--- config.mk ---
export PLATFORM = sky130hd
export DESIGN_NAME = compute_stage
export DESIGN_NICKNAME = d
export VERILOG_FILES = /design/src/rtl/compute_stage.sv
export SDC_FILE = /design/constraint.sdc
export NUM_CORES = 1
export LEC_CHECK = 0
export CAP_MARGIN = 40
export CORE_AREA = 2 2 142 103
export DETAILED_ROUTE_END_ITERATION = 8
export DIE_AREA = 0 0 144 105
export HOLD_SLACK_MARGIN = 0.05
export PLACE_DENSITY = 0.86
export SLEW_MARGIN = 10
export SYNTH_ARGS = -nofsm -noshare
export SYNTH_HDL_FRONTEND = slang
export SYNTH_SLANG_ARGS = --single-unit
export TNS_END_PERCENT = 20
--- constraint.sdc ---
create_clock -name Clk -period 3 [get_ports Clk]
set_input_delay 0.9 -clock Clk [delete_from_list [all_inputs] [get_ports Clk]]
set_output_delay 0.9 -clock Clk [all_outputs]
set_load 0.01 [all_outputs]
--- src/rtl/compute_stage.sv ---
// compute_stage: registered ALU result select with N/Z/C/V derivation,
// a masked persistent status register and an in-order result FIFO with
// valid/ready handshakes on both sides.
module compute_stage #(
  parameter int WIDTH       = 8,
  parameter int NUM_SRC     = 27,
  parameter int SEL_W       = 5,
  parameter int DEFAULT_SRC = 26,
  parameter int DEPTH       = 2,
  parameter int DEST_W      = 3
) (
  input  logic                     Clk,
  input  logic                     Reset,
  input  logic [NUM_SRC*WIDTH-1:0] src_data,
  input  logic [NUM_SRC-1:0]       src_carry,
  input  logic [NUM_SRC-1:0]       src_ovf,
  input  logic [SEL_W-1:0]         select,
  input  logic [DEST_W-1:0]        dest,
  input  logic [3:0]               flag_mask,
  input  logic                     in_valid,
  output logic                     in_ready,
  output logic                     out_valid,
  input  logic                     out_ready,
  output logic [WIDTH-1:0]         Dout,
  output logic [DEST_W-1:0]        out_dest,
  output logic [3:0]               out_flags,
  output logic [3:0]               status
);

  localparam int PTR_W = (DEPTH > 1) ? $clog2(DEPTH) : 1;
  localparam int CNT_W = $clog2(DEPTH + 1);

  localparam logic [SEL_W:0]   NUM_SRC_EXT = (SEL_W + 1)'(NUM_SRC);
  localparam logic [SEL_W-1:0] DEFAULT_SEL = SEL_W'(DEFAULT_SRC);
  localparam logic [CNT_W-1:0] CNT_FULL    = CNT_W'(DEPTH);
  localparam logic [PTR_W-1:0] PTR_LAST    = PTR_W'(DEPTH - 1);

  // Flag vector ordered {N,V,Z,C} to line up with flag_mask and status.
  function automatic logic [3:0] calc_flags(input logic [WIDTH-1:0] res,
                                            input logic carry,
                                            input logic ovf);
    calc_flags = {res[WIDTH-1], ovf, (res == '0), carry};
  endfunction

  // Pointer increment with explicit wrap so non-power-of-two pointer
  // ranges (including DEPTH=1) never step outside the storage.
  function automatic logic [PTR_W-1:0] next_ptr(input logic [PTR_W-1:0] p);
    next_ptr = (p == PTR_LAST) ? '0 : p + 1'b1;
  endfunction

  logic [SEL_W-1:0]  w_sel_eff;
  logic [WIDTH-1:0]  w_result;
  logic              w_carry;
  logic              w_ovf;
  logic [3:0]        w_new_flags;
  logic [3:0]        w_status_next;
  logic              w_full;
  logic              w_empty;
  logic              w_push;
  logic              w_pop;

  logic [3:0]        r_status;
  logic [PTR_W-1:0]  r_wr_ptr;
  logic [PTR_W-1:0]  r_rd_ptr;
  logic [CNT_W-1:0]  r_count;
  logic [WIDTH-1:0]  r_mem_data  [DEPTH];
  logic [DEST_W-1:0] r_mem_dest  [DEPTH];
  logic [3:0]        r_mem_flags [DEPTH];

  // Out-of-range selects fall back to the stack-pointer pass-through source.
  assign w_sel_eff     = ({1'b0, select} < NUM_SRC_EXT) ? select : DEFAULT_SEL;
  assign w_result      = src_data[w_sel_eff*WIDTH +: WIDTH];
  assign w_carry       = src_carry[w_sel_eff];
  assign w_ovf         = src_ovf[w_sel_eff];
  assign w_new_flags   = calc_flags(w_result, w_carry, w_ovf);
  assign w_status_next = (flag_mask & w_new_flags) | (~flag_mask & r_status);

  // Handshake: ready depends on occupancy only, never on out_ready.
  assign w_full  = (r_count == CNT_FULL);
  assign w_empty = (r_count == '0);
  assign w_push  = in_valid & ~w_full;
  assign w_pop   = ~w_empty & out_ready;

  assign in_ready  = ~w_full;
  assign out_valid = ~w_empty;
  assign status    = r_status;
  assign Dout      = r_mem_data[r_rd_ptr];
  assign out_dest  = r_mem_dest[r_rd_ptr];
  assign out_flags = r_mem_flags[r_rd_ptr];

  // Status register: masked merge of the new flags on every accepted op.
  always_ff @(posedge Clk) begin
    if (Reset) begin
      r_status <= '0;
    end else if (w_push) begin
      r_status <= w_status_next;
    end
  end

  // FIFO pointers and occupancy; push and pop together leave count unchanged.
  always_ff @(posedge Clk) begin
    if (Reset) begin
      r_wr_ptr <= '0;
      r_rd_ptr <= '0;
      r_count  <= '0;
    end else begin
      if (w_push) r_wr_ptr <= next_ptr(r_wr_ptr);
      if (w_pop)  r_rd_ptr <= next_ptr(r_rd_ptr);
      case ({w_push, w_pop})
        2'b10:   r_count <= r_count + 1'b1;
        2'b01:   r_count <= r_count - 1'b1;
        default: r_count <= r_count;
      endcase
    end
  end

  // FIFO storage; cleared on reset so the head reads zero afterwards.
  always_ff @(posedge Clk) begin
    if (Reset) begin
      for (int i = 0; i < DEPTH; i++) begin
        r_mem_data[i]  <= '0;
        r_mem_dest[i]  <= '0;
        r_mem_flags[i] <= '0;
      end
    end else if (w_push) begin
      r_mem_data[r_wr_ptr]  <= w_result;
      r_mem_dest[r_wr_ptr]  <= dest;
      r_mem_flags[r_wr_ptr] <= w_status_next;
    end
  end

endmodule

# After elaboration in Yosys (flattened, before gate mapping)
# Memory sizes are Yosys's and may differ from the RTL's. A register that Yosys moved wholly into a read port is not among the register bits.
# Cells that the tools add are included.
# W data, S select, Z words.
dict set report op_classes {
  n_mux 28
  n_addsub 4
  n_lt_le_gt_ge 2
  n_eq_ne 3
  reduce_logical 6
  bitwise 8
  shift 1
}
# op count
set op_table {}
lappend op_table {{$shiftx A216 B9 Y8} 1}
lappend op_table {{$mux W1} 21}
lappend op_table {{$bmux W1 S5} 2}
lappend op_table {{$and A4 B4 Y4} 2}
lappend op_table {{$logic_not A8 Y1} 1}
lappend op_table {{$mux W8} 1}
lappend op_table {{$reduce_or A8 Y1} 1}
lappend op_table {{$lt A5 B6 Y1 const B} 1}
lappend op_table {{$lt A5 B5 Y1 const B} 1}
lappend op_table {{$mux W5} 1}
lappend op_table {{$eq A2 B2 Y1 const B} 2}
lappend op_table {{$mux W4} 1}
lappend op_table {{$not A4 Y4} 1}
lappend op_table {{$or A4 B4 Y4} 1}
lappend op_table {{$pmux W2 S2} 1}
lappend op_table {{$reduce_or A4 Y1} 1}
lappend op_table {{$mux W3} 1}
lappend op_table {{$reduce_or A3 Y1} 1}
lappend op_table {{$add A1 B1 Y1 const B} 2}
lappend op_table {{$add A2 B1 Y2 const B} 1}
lappend op_table {{$and A1 B1 Y1} 2}
lappend op_table {{$eq A2 B1 Y1 const B} 1}
lappend op_table {{$logic_not A2 Y1} 1}
lappend op_table {{$not A1 Y1} 2}
lappend op_table {{other kinds (2)} 2}
dict set report word_totals {
  word_cells 59
  out_inout_bits 21
  ram_bits 30
  n_memories 3
  inputBits 286
  regBits 8
}
# memory depth width rd rd_clocked_by_memory_dff write_ports line
set memory_table {}
lappend memory_table {r_mem_data 2 8 1 1 2 66} ;# logic [WIDTH-1:0] r_mem_data [DEPTH];
lappend memory_table {r_mem_flags 2 4 1 1 2 68} ;# logic [3:0] r_mem_flags [DEPTH];
lappend memory_table {r_mem_dest 2 3 1 1 2 67} ;# logic [DEST_W-1:0] r_mem_dest [DEPTH];

# Logic depth before layout (Yosys ltp)
dict set report logic_depth {
  ltp_word 8
  depth_mapped 11
  mapped_depth_nobuf 8
}

# Worst setup path after synthesis
# Ideal clock, no wire load.
dict set report synth_path {
  path_kind {input to register}
  start {input in_valid}
  end {memory r_mem_data[0][0], enable pin}
  path_slack_ns 0.097
  required_ns 2.592
  arrival_time_ns 2.495
  path_buffers 1
  setup_time_ns 0.408
  cell_stages 4
  path_cell_list {and2_1 -> clkbuf_1 -> inv_1 -> o21ai_0}
}
# element line
set synth_lines {}
lappend synth_lines {{start, declared} 20} ;# input logic in_valid,
lappend synth_lines {{end, declared} 66}

==> run_results.csv <==
group,metric,value,unit
outcome,outcome,"complete, no violations",
synthesis,ys.flop_type,"edfxtp_1",
synthesis,synth-edff-count,30,
global_route,grt_pass1_vias,6495,
placed_design,io_buffers,306,
run,maxCapViolCount,0,
finish,fill_cells,1134,
sta,skew,0.00180,ns
drt,dr.pass1.iters,5,
power_and_ir_drop,power_density,329,nW/um^2
synthesis,synth_compound_area_share,31.1,%
clock_network,clk_latency,0.28,ns
finish,nets,1235,
clock_network,cts_tree,"built",
sta,slew_headroom,63.3,%
floorplan,core.rowCount,36,
sta,slew_violations,0,
worst_setup_path,rrSetupSlack,1.10,ns
drt,first_iter_violations,392,
worst_setup_path,r2r_end,"r_mem_dest[1][2]",
synthesis,synth_seq_cells,39,
finish,antennaDiodeCount,0,
floorplan,die_h,105,um
synthesis,synth-simple-area-share,21.7,%
worst_setup_path,crit_start,"select[1]",
drt,viasPerCell,5.60,
clock_network,clockRootBuffer,"clkbuf_16",
finish,area_growth,100,%
drt,num_vias,6378,
worst_setup_path,critical_path_required,3.03,ns
drt,drc_errors,0,
floorplan,die_area,15100,sq um
hold_path,hp-class,"reg2reg",
global_route,grt_pass1_wl,36.1,mm
clock_network,clk_pin_slew,0.06,ns
drt,wl_per_cell,21.8,um
floorplan,initial_core_util,32.7,%
placed_design,dp.cells,1117,
worst_setup_path,setup.worst_path.start_class,"input pin",
drt,detail-route-antenna-nets,0,
worst_setup_path,worstSetupPathType,"in2reg",
worst_setup_path,endpoint_kind,"flip-flop",
synthesis,yosysUniqueCellTypes,74,
synthesis,synth_top_family_by_area,"compound AO/OA/AOI/OAI gates",
sta,setup_viol,0,
worst_setup_path,endpoint,"r_mem_flags[0][1]",
synthesis,yosysWarnings,0,
sta,fin_crit_sh,96.2,%
floorplan,die_x,144,um
synthesis,seq_area_frac_synth,24.2,%
worst_setup_path,r2r-start,"r_count[0]",
sta,worst_slew_pin_slew,0.549,ns
clock_network,htreeDepth,2,
power_and_ir_drop,peakVddDrop,0.287,mV
global_route,grt_overflow_total,0,
placed_design,hpwl,20.5,mm
power_and_ir_drop,leakage,3.46,nW
synthesis,syn_nets,843,
finish,final_cell_count_no_fill,1139,
synthesis,synth_mux_area_share,14.8,%
synthesis,syn_avg_cell_area,8.02,sq um
synthesis,async_flop_share,0,%
clock_network,ctsLongestPathBuffers,2,
synthesis,yosys.area_share.xor_xnor,0.785,%
power_and_ir_drop,p_total,2.94,mW
clock_network,cts-hold-fix-buffers,0,
global_route,track_usage,31.2,%
synthesis,netlist_instances,556,
clock_network,numClockSinks,39,
global_route,grt_start_max_net_pins,19,
worst_setup_path,rr_worst_depth,7,
sta,fmax,0.346,GHz
finish,drive_gt1_share,24.3,%
placed_design,gp_congestion,1.02,
sta,fin_crit,2.89,ns
sta,hold_viol,0,
worst_setup_path,path_max_fanout,7,
floorplan,ioPinCount,307,
drt,routed_wl,24.8,mm
floorplan,core_area,13600,sq um
synthesis,synth_fa_ha_area_share,0.280,%
synthesis,synth.cell_area,4460,sq um
global_route,antenna_found_initial,0,
worst_setup_path,arrival,2.91,ns
clock_network,numCtsBuffers,5,
-- Yosys cell counts (7+ instances only) --
master	instances	area share [%]
a211oi_1	7	1.2
a21oi_1	40	4.5
a31oi_1	11	1.5
and2_1	14	2.0
buf_2	20	2.2
clkbuf_1	21	1.8
dfxtp_1	9	4.0
edfxtp_1	30	20
inv_1	12	1.0
mux2_2	30	7.6
mux2i_1	23	5.2
nand2_1	66	5.6
nand3_1	22	2.5
nor2_1	37	3.1
nor2b_1	9	1.3
nor3_1	21	2.4
o211ai_1	9	1.5
o21ai_0	28	3.1
o221ai_1	21	4.1
-- logic make-up (layout without fill, tap and decap cells) --
kind of cell,count (synthesis),in the layout
muxes,57,57
DFF,39,39
and+or+nand+nor,201,202
xor gates and xnor gates,4,4
AOI/OAI and AO/OA,190,190
adders and majority gates,1,1
buffers and inverters,64,456
-- how the worst min path moves through the flow --
stage	slack, ns	endpoint	cells after the start	startpoint
2_1_floorplan	0.47	r_count[1]	2	r_count[1]
3_3_place_gp	0.48	r_count[1]	2	r_count[1]
3_5_place_dp	0.50	r_count[1]	2	r_count[1]
4_1_cts	0.51	r_count[1]	2	r_count[1]
5_1_grt	0.55	r_count[1]	2	r_count[1]
6_report	0.51	r_count[1]	2	r_count[1]
-- worst max-delay path, cell delays in order --
cell and delay [ns]:
buf_2 0.15, o211ai_4 0.24, nand2_4 0.17, buf_4 0.21, a221oi_2 0.45, o32ai_2 0.16, a32oi_1 0.28, nor4b_2 0.09
nand4b_1 0.19, a21oi_1 0.09
-- area by class of cell --
cell class                 count  area [sq um]  area share [%]
timing repair buffer         436          4150            46.4
clock buffer                   6           129            1.44
clock inverter                 2          12.5           0.140
multi-input combinational    454          3280            36.7
inverter                      12          48.8           0.546
sequential                    39          1080            12.1
tap                          190           238            2.66
-- report_power, final --
part	switching [mW]	internal, mW
clock network	0.203	0.306
registers	0.0535	0.690
logic	0.719	0.971
total	0.976	1.97
-- state kept, by name, summed over array words and instances (netlist names), named ones only --
register / cells
status: 4
r_count: 2
r_mem_dest: 6
r_wr_ptr: 1
r_mem_data: 16
r_mem_flags: 8
r_rd_ptr: 1
-- placed cells by master (no fill, tap or decap), types with 22 or more instances in the layout --
| master | synthesis | routed |
|---|---|---|
| mux2i_1 | 23 | 22 |
| mux2_2 | 30 | 30 |
| a21oi_1 | 40 | 35 |
| o21ai_0 | 28 | 25 |
| clkdlybuf4s50_1 | 0 | 301 |
| nand3_1 | 22 | 22 |
| nor2_1 | 37 | 35 |
| edfxtp_1 | 30 | 30 |
| nand2_1 | 66 | 62 |
| buf_4 | 6 | 114 |
-- per-stage QoR --
step,cell area (sq um),util (%),hold WS [ns],setup slack [ns],TNS (ns)
floorplan,4460,-,0.467,0.0970,0
global placement,8450,61.9,0.480,-0.696,-11.50
detailed placement,8450,61.9,0.498,-0.771,-13.01
CTS,8700,63.7,0.507,0.00831,0
global route,8940,65.5,0.553,-0.0143,-0.0340
finish,8940,65.5,0.512,0.114,0
-- layer usage --
layer / GRT usage, % / wire length [um]
met2: 54.1 / 11900
met4: 11.3 / 863
met3: 5.36 / 2200
met5: 0 / 0
met1: 38.7 / 9900
-- timing repair --
action | CTS | global route
gates resized for setup | 31 | 38
pin swaps | 7 | 21
setup endpoints to repair | 23 | 13
gates cloned | 0 | 1
buffers inserted | 1 | 12
(Power assumes the default switching activity.)
